File: src/rtl/shared_counter_arbiter.sv
`default_nettype none
// ============================================================================
// Module   : shared_counter_arbiter
// Purpose  : Shares one N-bit up counter between R requesters. A round-robin
//            arbiter picks a requester, loads its terminal count, runs the
//            counter from 0 up to that count and pulses the owner's done bit.
// Ports    : clk    - clock, all state changes on posedge
//            clr    - asynchronous active-high reset
//            req    - [R]   per-requester interval request, held until done
//            limit  - [R*N] flat terminal counts, limit[i*N +: N] for req i
//            gnt    - [R]   one-hot owner of the counter, 0 when idle
//            count  - [N]   current counter value
//            busy   - 1 while an interval is running or finishing
//            done   - [R]   one-cycle pulse on the owner's bit at interval end
// Revision : 1.0 - initial release
// ============================================================================
module shared_counter_arbiter #(
    parameter int N = 8,
    parameter int R = 4
) (
    input  logic           clk,
    input  logic           clr,
    input  logic [R-1:0]   req,
    input  logic [R*N-1:0] limit,
    output logic [R-1:0]   gnt,
    output logic [N-1:0]   count,
    output logic           busy,
    output logic [R-1:0]   done
);

    localparam int            c_iw        = (R > 1) ? $clog2(R) : 1;
    // Pointer starts on the last requester so requester 0 wins first.
    localparam logic [c_iw-1:0] c_last_init = c_iw'(R - 1);

    typedef enum logic [1:0] {
        ST_IDLE = 2'd0,
        ST_RUN  = 2'd1,
        ST_DONE = 2'd2
    } state_t;

    // ------------------------------------------------------------------------
    // State registers
    // ------------------------------------------------------------------------
    state_t          state_q, state_d;
    logic [R-1:0]    gnt_q,   gnt_d;
    logic [N-1:0]    count_q, count_d;
    logic            busy_q,  busy_d;
    logic [R-1:0]    done_q,  done_d;
    logic [N-1:0]    lim_q,   lim_d;     // terminal count captured at grant
    logic [c_iw-1:0] last_q,  last_d;    // last requester that completed
    logic [c_iw-1:0] gidx_q,  gidx_d;    // index of the current owner

    // ------------------------------------------------------------------------
    // Arbitration helpers
    // ------------------------------------------------------------------------
    logic            w_arb_found;
    logic [c_iw-1:0] w_arb_idx;
    int              w_arb_cand;
    logic [N-1:0]    w_arb_limit;
    logic [R-1:0]    w_arb_onehot;
    logic            w_owner_req;

    // Scan candidates (last+1), (last+2), ... modulo R; first asserted wins.
    always_comb begin : arb_pick
        w_arb_found = 1'b0;
        w_arb_idx   = '0;
        w_arb_cand  = 0;
        for (int k = 1; k <= R; k++) begin
            w_arb_cand = int'(last_q) + k;
            if (w_arb_cand >= R) begin
                w_arb_cand = w_arb_cand - R;
            end
            for (int i = 0; i < R; i++) begin
                if (!w_arb_found && (w_arb_cand == i) && req[i]) begin
                    w_arb_found = 1'b1;
                    w_arb_idx   = c_iw'(i);
                end
            end
        end
    end

    // Decode the winner into its one-hot grant and its terminal count.
    always_comb begin : arb_load
        w_arb_limit  = '0;
        w_arb_onehot = '0;
        for (int i = 0; i < R; i++) begin
            if (w_arb_idx == c_iw'(i)) begin
                w_arb_limit     = limit[i*N +: N];
                w_arb_onehot[i] = 1'b1;
            end
        end
    end

    // The owner's request line; other requesters are ignored while busy.
    assign w_owner_req = |(req & gnt_q);

    // ------------------------------------------------------------------------
    // Next-state logic
    // ------------------------------------------------------------------------
    always_comb begin : next_state
        state_d = state_q;
        gnt_d   = gnt_q;
        count_d = count_q;
        busy_d  = busy_q;
        done_d  = '0;
        lim_d   = lim_q;
        last_d  = last_q;
        gidx_d  = gidx_q;

        case (state_q)
            ST_IDLE: begin
                if (w_arb_found) begin
                    state_d = ST_RUN;
                    gnt_d   = w_arb_onehot;
                    gidx_d  = w_arb_idx;
                    lim_d   = w_arb_limit;
                    count_d = '0;
                    busy_d  = 1'b1;
                end
            end

            ST_RUN: begin
                // Abort is checked first so that it wins over reaching the
                // terminal count on the same edge.
                if (!w_owner_req) begin
                    state_d = ST_IDLE;
                    gnt_d   = '0;
                    count_d = '0;
                    busy_d  = 1'b0;
                end else if (count_q == lim_q) begin
                    state_d = ST_DONE;
                    done_d  = gnt_q;
                end else begin
                    count_d = count_q + N'(1);
                end
            end

            ST_DONE: begin
                state_d = ST_IDLE;
                gnt_d   = '0;
                count_d = '0;
                busy_d  = 1'b0;
                last_d  = gidx_q;
            end

            default: begin
                state_d = ST_IDLE;
                gnt_d   = '0;
                count_d = '0;
                busy_d  = 1'b0;
            end
        endcase
    end

    // ------------------------------------------------------------------------
    // Registers
    // ------------------------------------------------------------------------
    always_ff @(posedge clk or posedge clr) begin : regs
        if (clr) begin
            state_q <= ST_IDLE;
            gnt_q   <= '0;
            count_q <= '0;
            busy_q  <= 1'b0;
            done_q  <= '0;
            lim_q   <= '0;
            last_q  <= c_last_init;
            gidx_q  <= '0;
        end else begin
            state_q <= state_d;
            gnt_q   <= gnt_d;
            count_q <= count_d;
            busy_q  <= busy_d;
            done_q  <= done_d;
            lim_q   <= lim_d;
            last_q  <= last_d;
            gidx_q  <= gidx_d;
        end
    end

    assign gnt   = gnt_q;
    assign count = count_q;
    assign busy  = busy_q;
    assign done  = done_q;

endmodule
`default_nettype wire

File: config.mk
export PLATFORM = sky130hd
export DESIGN_NAME = shared_counter_arbiter
export DESIGN_NICKNAME = d
export VERILOG_FILES = /design/src/rtl/shared_counter_arbiter.sv
export SDC_FILE = /design/constraint.sdc
export NUM_CORES = 1
export LEC_CHECK = 0
export CAP_MARGIN = 20
export CORE_UTILIZATION = 47
export CTS_CLUSTER_DIAMETER = 80
export DETAILED_ROUTE_END_ITERATION = 10
export HOLD_SLACK_MARGIN = 0.15
export PLACE_DENSITY_LB_ADDON = 0.25
export SLEW_MARGIN = 25
export SYNTH_ARGS = -nofsm -noshare
export SYNTH_HDL_FRONTEND = slang
export SYNTH_SLANG_ARGS = --single-unit
File: constraint.sdc
create_clock -name clk -period 3.93 [get_ports clk]
set_input_delay 1.179 -clock clk [delete_from_list [all_inputs] [get_ports clk]]
set_output_delay 1.179 -clock clk [all_outputs]
set_load 0.005 [all_outputs]
# --- Word-level counts from Yosys, hierarchy flattened ---
# Cells that the tools add are included.
totals:
  out_inout_bits: 17
  wordCells: 161
  ff_bits: 31
  input_bits: 38
op_classes:
  n_bitwise: 1
  addsub: 9
  eq_ne: 22
  n_lt_le_gt_ge: 4
  reduce_logical: 57
  mux: 60
ops:
  columns: ["cell", "n"]
  rows:
  - ["== test 32 x 3 -> 1 bit, second input constant", 8]
  - ["== test 32 x 2 -> 1 bit, second input constant", 4]
  - ["logical NOT 32 bit", 4]
  - ["2-to-1 mux 32 bit", 4]
  - ["2-to-1 mux 8 bit", 7]
  - ["2-to-1 mux 2 bit", 17]
  - ["logical AND 1 bit", 31]
  - ["2-to-1 mux 1 bit", 23]
  - ["2-to-1 mux 4 bit", 5]
  - ["case mux 8 bit (2 select lines)", 1]
  - ["logical NOT 1 bit", 15]
  - ["subtractor 3 x 3 -> 4 bit, second input constant", 3]
  - ["greater-or-equal comparator 3 bit, second input constant", 3]
  - ["adder 8 x 1 -> 8 bit, second input constant", 1]
  - ["== test 8 bit", 1]
  - ["case mux 4 bit (2 select lines)", 1]
  - ["AND reduction 2 bit", 4]
  - ["adder 2 x 2 -> 3 bit, second input constant", 2]
  - ["== test 2 bit, second input constant", 3]
  - ["!= test 3 bit, second input constant", 2]
  - ["subtractor 4 x 3 -> 5 bit, second input constant", 1]
  - ["adder 2 x 3 -> 4 bit, second input constant", 1]
  - ["AND 4 bit", 1]
  - ["== test 2 x 1 -> 1 bit, second input constant", 2]
  - ["other kinds (7)", 9]

# --- Depth between registers and ports, before layout ---
depth:
  ltp_word: 71
  mapped_depth: 7

# --- Worst setup path before layout ---
# No wires, ideal clock.
synth_timing:
  path_type: "in2reg"
  from: "input port req[3]"
  to: "register count_q[5] (netlist: count[5])"
  arrival_ns: 2.418
  setup_slack_ns: 1.446
  path_buffers: 1
  setup_time_ns: 0.067
  stages: 6
  required_ns: 3.863
  cell_sequence: "buf_2 -> a22oi_1 -> a211o_1 -> or3_1 -> o31a_1 -> nand2_1"
synth_via:
  elab_chain_len: 52
  word_cells_on_any_way: 57
  classes_between: "2 x eq/ne; 15 x mux; 1 x bitwise; 39 x reduce/logical"
synth_lines:
  columns: ["item", "line", "rtl"]
  rows:
  - ["start, declared", "23", "input logic [R-1:0] req,"]
  - ["logical AND 1 bit", "74", "if (!w_arb_found && (w_arb_cand == i) && req[i]) begin"]
  - ["2-to-1 mux 1 bit", "74", null]
  - ["logical NOT 1 bit", "74", null]
  - ["logical AND 1 bit (2 in a row)", "74", null]
  - ["2-to-1 mux 1 bit", "74", null]
  - ["logical NOT 1 bit", "74", null]
  - ["logical AND 1 bit (2 in a row)", "74", null]
  - ["2-to-1 mux 1 bit", "74", null]
  - ["(+32 left out)", null, null]
  - ["logical NOT 1 bit", "74", null]
  - ["logical AND 1 bit (2 in a row)", "74", null]
  - ["2-to-1 mux 1 bit", "74", null]
  - ["logical NOT 1 bit", "74", null]
  - ["logical AND 1 bit (2 in a row)", "74", null]
  - ["2-to-1 mux 1 bit", "74", null]
  - ["!= test 2 bit (no source line)", null, null]
  - ["AND reduction 2 bit (no source line)", null, null]
  - ["end signal, assigned", "171", "count_q <= count_d;"]
  - ["end, declared", "46", "logic [N-1:0] count_q, count_d;"]
# Parallel ways exist; a longest one is shown, timed or not.
# A chain may end at the register's enable or synchronous reset.

# --- Final worst setup path ---
layout_timing:
  from: "input port req[1]"
  to: "register lim_q[2]"
layout_via:
  elab_chain_len: 63
  word_cells_on_any_way: 82
  classes_between: "3 x eq/ne; 34 x mux; 45 x reduce/logical"
layout_lines:
  columns: ["item", "line", "rtl"]
  rows:
  - ["logical AND 1 bit", "74", null]
  - ["2-to-1 mux 1 bit", "74", null]
  - ["logical NOT 1 bit", "74", null]
  - ["logical AND 1 bit (2 in a row)", "74", null]
  - ["2-to-1 mux 1 bit", "74", null]
  - ["logical NOT 1 bit", "74", null]
  - ["logical AND 1 bit (2 in a row)", "74", null]
  - ["2-to-1 mux 1 bit", "74", null]
  - ["(+40 left out)", null, null]
  - ["logical NOT 1 bit", "74", null]
  - ["logical AND 1 bit (2 in a row)", "74", null]
  - ["2-to-1 mux 1 bit", "74", null]
  - ["logical NOT 1 bit", "74", null]
  - ["logical AND 1 bit (2 in a row)", "74", null]
  - ["2-to-1 mux 2 bit", "74", null]
  - ["logical NOT 2 bit", "87", "if (w_arb_idx == c_iw'(i)) begin"]
  - ["2-to-1 mux 8 bit (4 in a row)", "87", null]
  - ["end signal, assigned", "174", "lim_q <= lim_d;"]
  - ["end, declared", "49", "logic [N-1:0] lim_q, lim_d;"]
# Parallel ways exist; a longest one is shown, timed or not.

==> reports/metrics.csv <==
stage,metric,value,unit
floorplan,die_x,65.2,um
synthesis,yosys-top-cells-area,"dfrtp_1 (39%), a21oi_1 (3.7%), a32oi_1 (3.7%), xnor2_1 (3.7%), nand2_1 (3.6%)",
worst_setup_path,regToRegSetupSlack,1.87,ns
floorplan,fp.dieH,65.2,um
clock_network,postCtsSetupBuffers,0,
floorplan,fp-row-count,22,
clock_network,clockBufferDepth,2,
cells_and_area,layout-drive-gt1-share,7.92,%
clock_network,path_clk_slew,0.06,ns
worst_hold_path,hold_class,reg2reg,
timing,rsz0062_at_grt,no,
worst_setup_path,r2r_start,count[2],
timing,timing.final.crit_share,76.3,%
synthesis,syn_area,1880,sq um
worst_setup_path,crit_path_end_kind,register,
pwr,power-per-cell-area,444,nW/um^2
timing,setup_viol,0,
synthesis,synth_ff_type,dfrtp_1,
worst_hold_path,hold_end,gidx_q[0],
synthesis,syn_nets,248,
synthesis,synth_top_area_share,38.7,%
cells_and_area,area_delta_synth_final,36.1,%
floorplan,dieArea,4250,sq um
status,status,finished clean,
worst_setup_path,path_cells,"clkdlybuf4s50_1, buf_4, nor2_1, a22oi_2, nand3b_1, a32oi_1, a21oi_1",
worst_setup_path,crit_path_start_kind,input pin,
timing,hold_viol,0,
worst_setup_path,worst_ep_required_time,4.09,ns
clock_network,htreeDepth,2,
floorplan,start_util,50.1,%
routing,wl_per_cell,14.9,um
synthesis,synth_edf_count,0,
place,gp_congestion,0.879,
grt,antenna_found_initial,0,
timing,drv_slew,0,
routing,drtIter0Drc,175,
worst_setup_path,slowest_stage,clkdlybuf4s50_1,
worst_setup_path,max_stage_delay,0.70,ns
worst_setup_path,arrival,3.16,ns
synthesis,yosysWarnings,0,
cells_and_area,layout.nets,303,
routing,drc,0,
clock_network,root_buffer,clkbuf_8,
cells_and_area,layout_commonest_cell,clkdlybuf4s50_1,
clock_network,cts_resized,0,
clock_network,tritoncts,done,
timing,fmax,333,MHz
grt,grt_pass1_wl,8050,um
worst_setup_path,reg2reg_depth,5,
timing,tightest_slew,0.797,ns
timing,skew,0.00567,ns
synthesis,yosysTopAreaCell,dfrtp_1,
pwr,ir_drop,0.000215,V
flow_run,cap_violations,0,
clock_network,cts_buffers,5,
synthesis,synth_seq_area_share,41.5,%
synthesis,syn_area_per_cell,8.98,sq um
synthesis,syn_inst,209,
routing,wl,4670,um
clock_network,worstSkewPairLatency,0.28,ns
place,io_buffers,54,
synthesis,ys_ff_latch,31,
pwr,leakage,0.00100,uW
cells_and_area,mostFrequentLayoutCells,"clkdlybuf4s50_1 (54), dfrtp_1 (29), nand2_1 (18), nor2_1 (15), a21oi_1 (14)",
grt,gr-total-overflow,0,
worst_setup_path,path_class,in2reg,
timing,post-route-min-period,3.00,ns
routing,ant_nets,0,
place,pre_cts_slack,0.671,ns
routing,vias,1842,
clock_network,cts.sinks,31,
floorplan,core,3740,sq um
synthesis,synth-async-reset-ratio,100,%
worst_setup_path,crit_fanout,11,
timing,fin_setup_tns,0,ns
grt,grt_start_max_net_pins,32,
grt,grt_usage,24.6,%
clock_network,cts_hold_buffers,0,
place,place_hpwl,3550,um
timing,fin_ws,0.930,ns
floorplan,io-pin-count,55,
routing,via_per_inst,5.88,
cells_and_area,antenna_cells,0,
grt,first_global_vias,1765,
worst_setup_path,critical-path-top-delay-family,buffers and inverters,
worst_hold_path,min_path_cells,2,
routing,firstDrtPassIters,4,
worst_hold_path,worstHoldStart,gidx_q[0],
worst_setup_path,worstReg2RegEnd,state_q[0],
timing,slew_headroom,46.6,%
worst_setup_path,crit_buf_inv,2,
synthesis,synth_cell_types,50,
Yosys cell counts, types with 4 or more instances:
| cell type | number |
|---|---|
| nand2_1 | 18 |
| nand4b_1 | 7 |
| a21oi_1 | 14 |
| o21ai_0 | 10 |
| inv_1 | 9 |
| buf_2 | 7 |
| and3_1 | 4 |
| nand3b_1 | 8 |
| clkbuf_1 | 5 |
| a31oi_1 | 9 |
| nor2_1 | 15 |
| a32oi_1 | 8 |
| dfrtp_1 | 29 |
| nand3_1 | 4 |
| nor2b_1 | 4 |
| xnor2_1 | 8 |
registers in the layout (all words and copies together) (netlist names):
name and cells:
busy 1, count 8, done 4, gidx_q 2
gnt 4, last_q 2, lim_q 8, state_q 2
worst max-delay path by stage:
stage	start	end	slack [ns]	cells after the start
floorplan	req[3]	count[5]	1.45	6
global placement	req[3]	count[5]	0.80	6
detailed placement	req[1]	lim_q[2]	0.67	7
CTS	req[1]	lim_q[2]	0.95	7
global route	req[1]	lim_q[2]	0.83	7
finish	req[1]	lim_q[2]	0.93	7
metrics by stage:
step                      total power, uW  util, %  instance area, sq um  instances  hold slack, ns
after floorplan                       727        -                  1880        209           0.441
after global placement                884     66.0                  2470        305           0.459
after detailed placement              896     66.0                  2470        305           0.473
after CTS                            1140     68.2                  2550        313           0.488
after global routing                 1210     68.2                  2550        313           0.516
final                                1130     68.2                  2550        313           0.485
cell families (layout without fill, tap and decap cells):
family	Yosys count	after routing	share of synthesized area (%)
compound gates	68	68	25.1
flops	31	31	41.5
buf+inv	22	78	4.93
xor+xnor	8	8	3.73
fa+ha+maj	1	1	0.667
mux	3	3	1.67
simple gates	76	76	22.5
report_power, final:
part           leakage (uW)  switching, uW  total [uW]  internal [uW]
logic              0.000563            207         424            217
clock network     0.0000477            120         241            121
registers          0.000394           69.2         469            400
total               0.00100            396        1130            737
worst register-to-register path, delay by kind of cell (launching register included):
family | cells | cell delay (ns)
AOI/OAI and AO/OA | 1 | 0.22
xor gates and xnor gates | 1 | 0.20
DFF | 1 | 0.45
and+or+nand+nor | 3 | 1.09
routing by layer:
layer	vias to the layer above	global-route usage, %	part of all wire [%]
met5	-	0	0
met4	0	10.6	1.8
met3	9	5.56	5.5
met2	67	38.5	47
met1	870	32.5	46
li1	896	-	-
final cells by class:
class                      count  area (sq um)
fill                         317          1190
tap                           48          60.1
sequential                    31           778
clock inverter                 3          15.0
inverter                       9          33.8
multi-input combinational    156          1010
timing repair buffer          61           593
clock buffer                   5          68.8
Note: power is estimated with default switching activity, not from simulation.
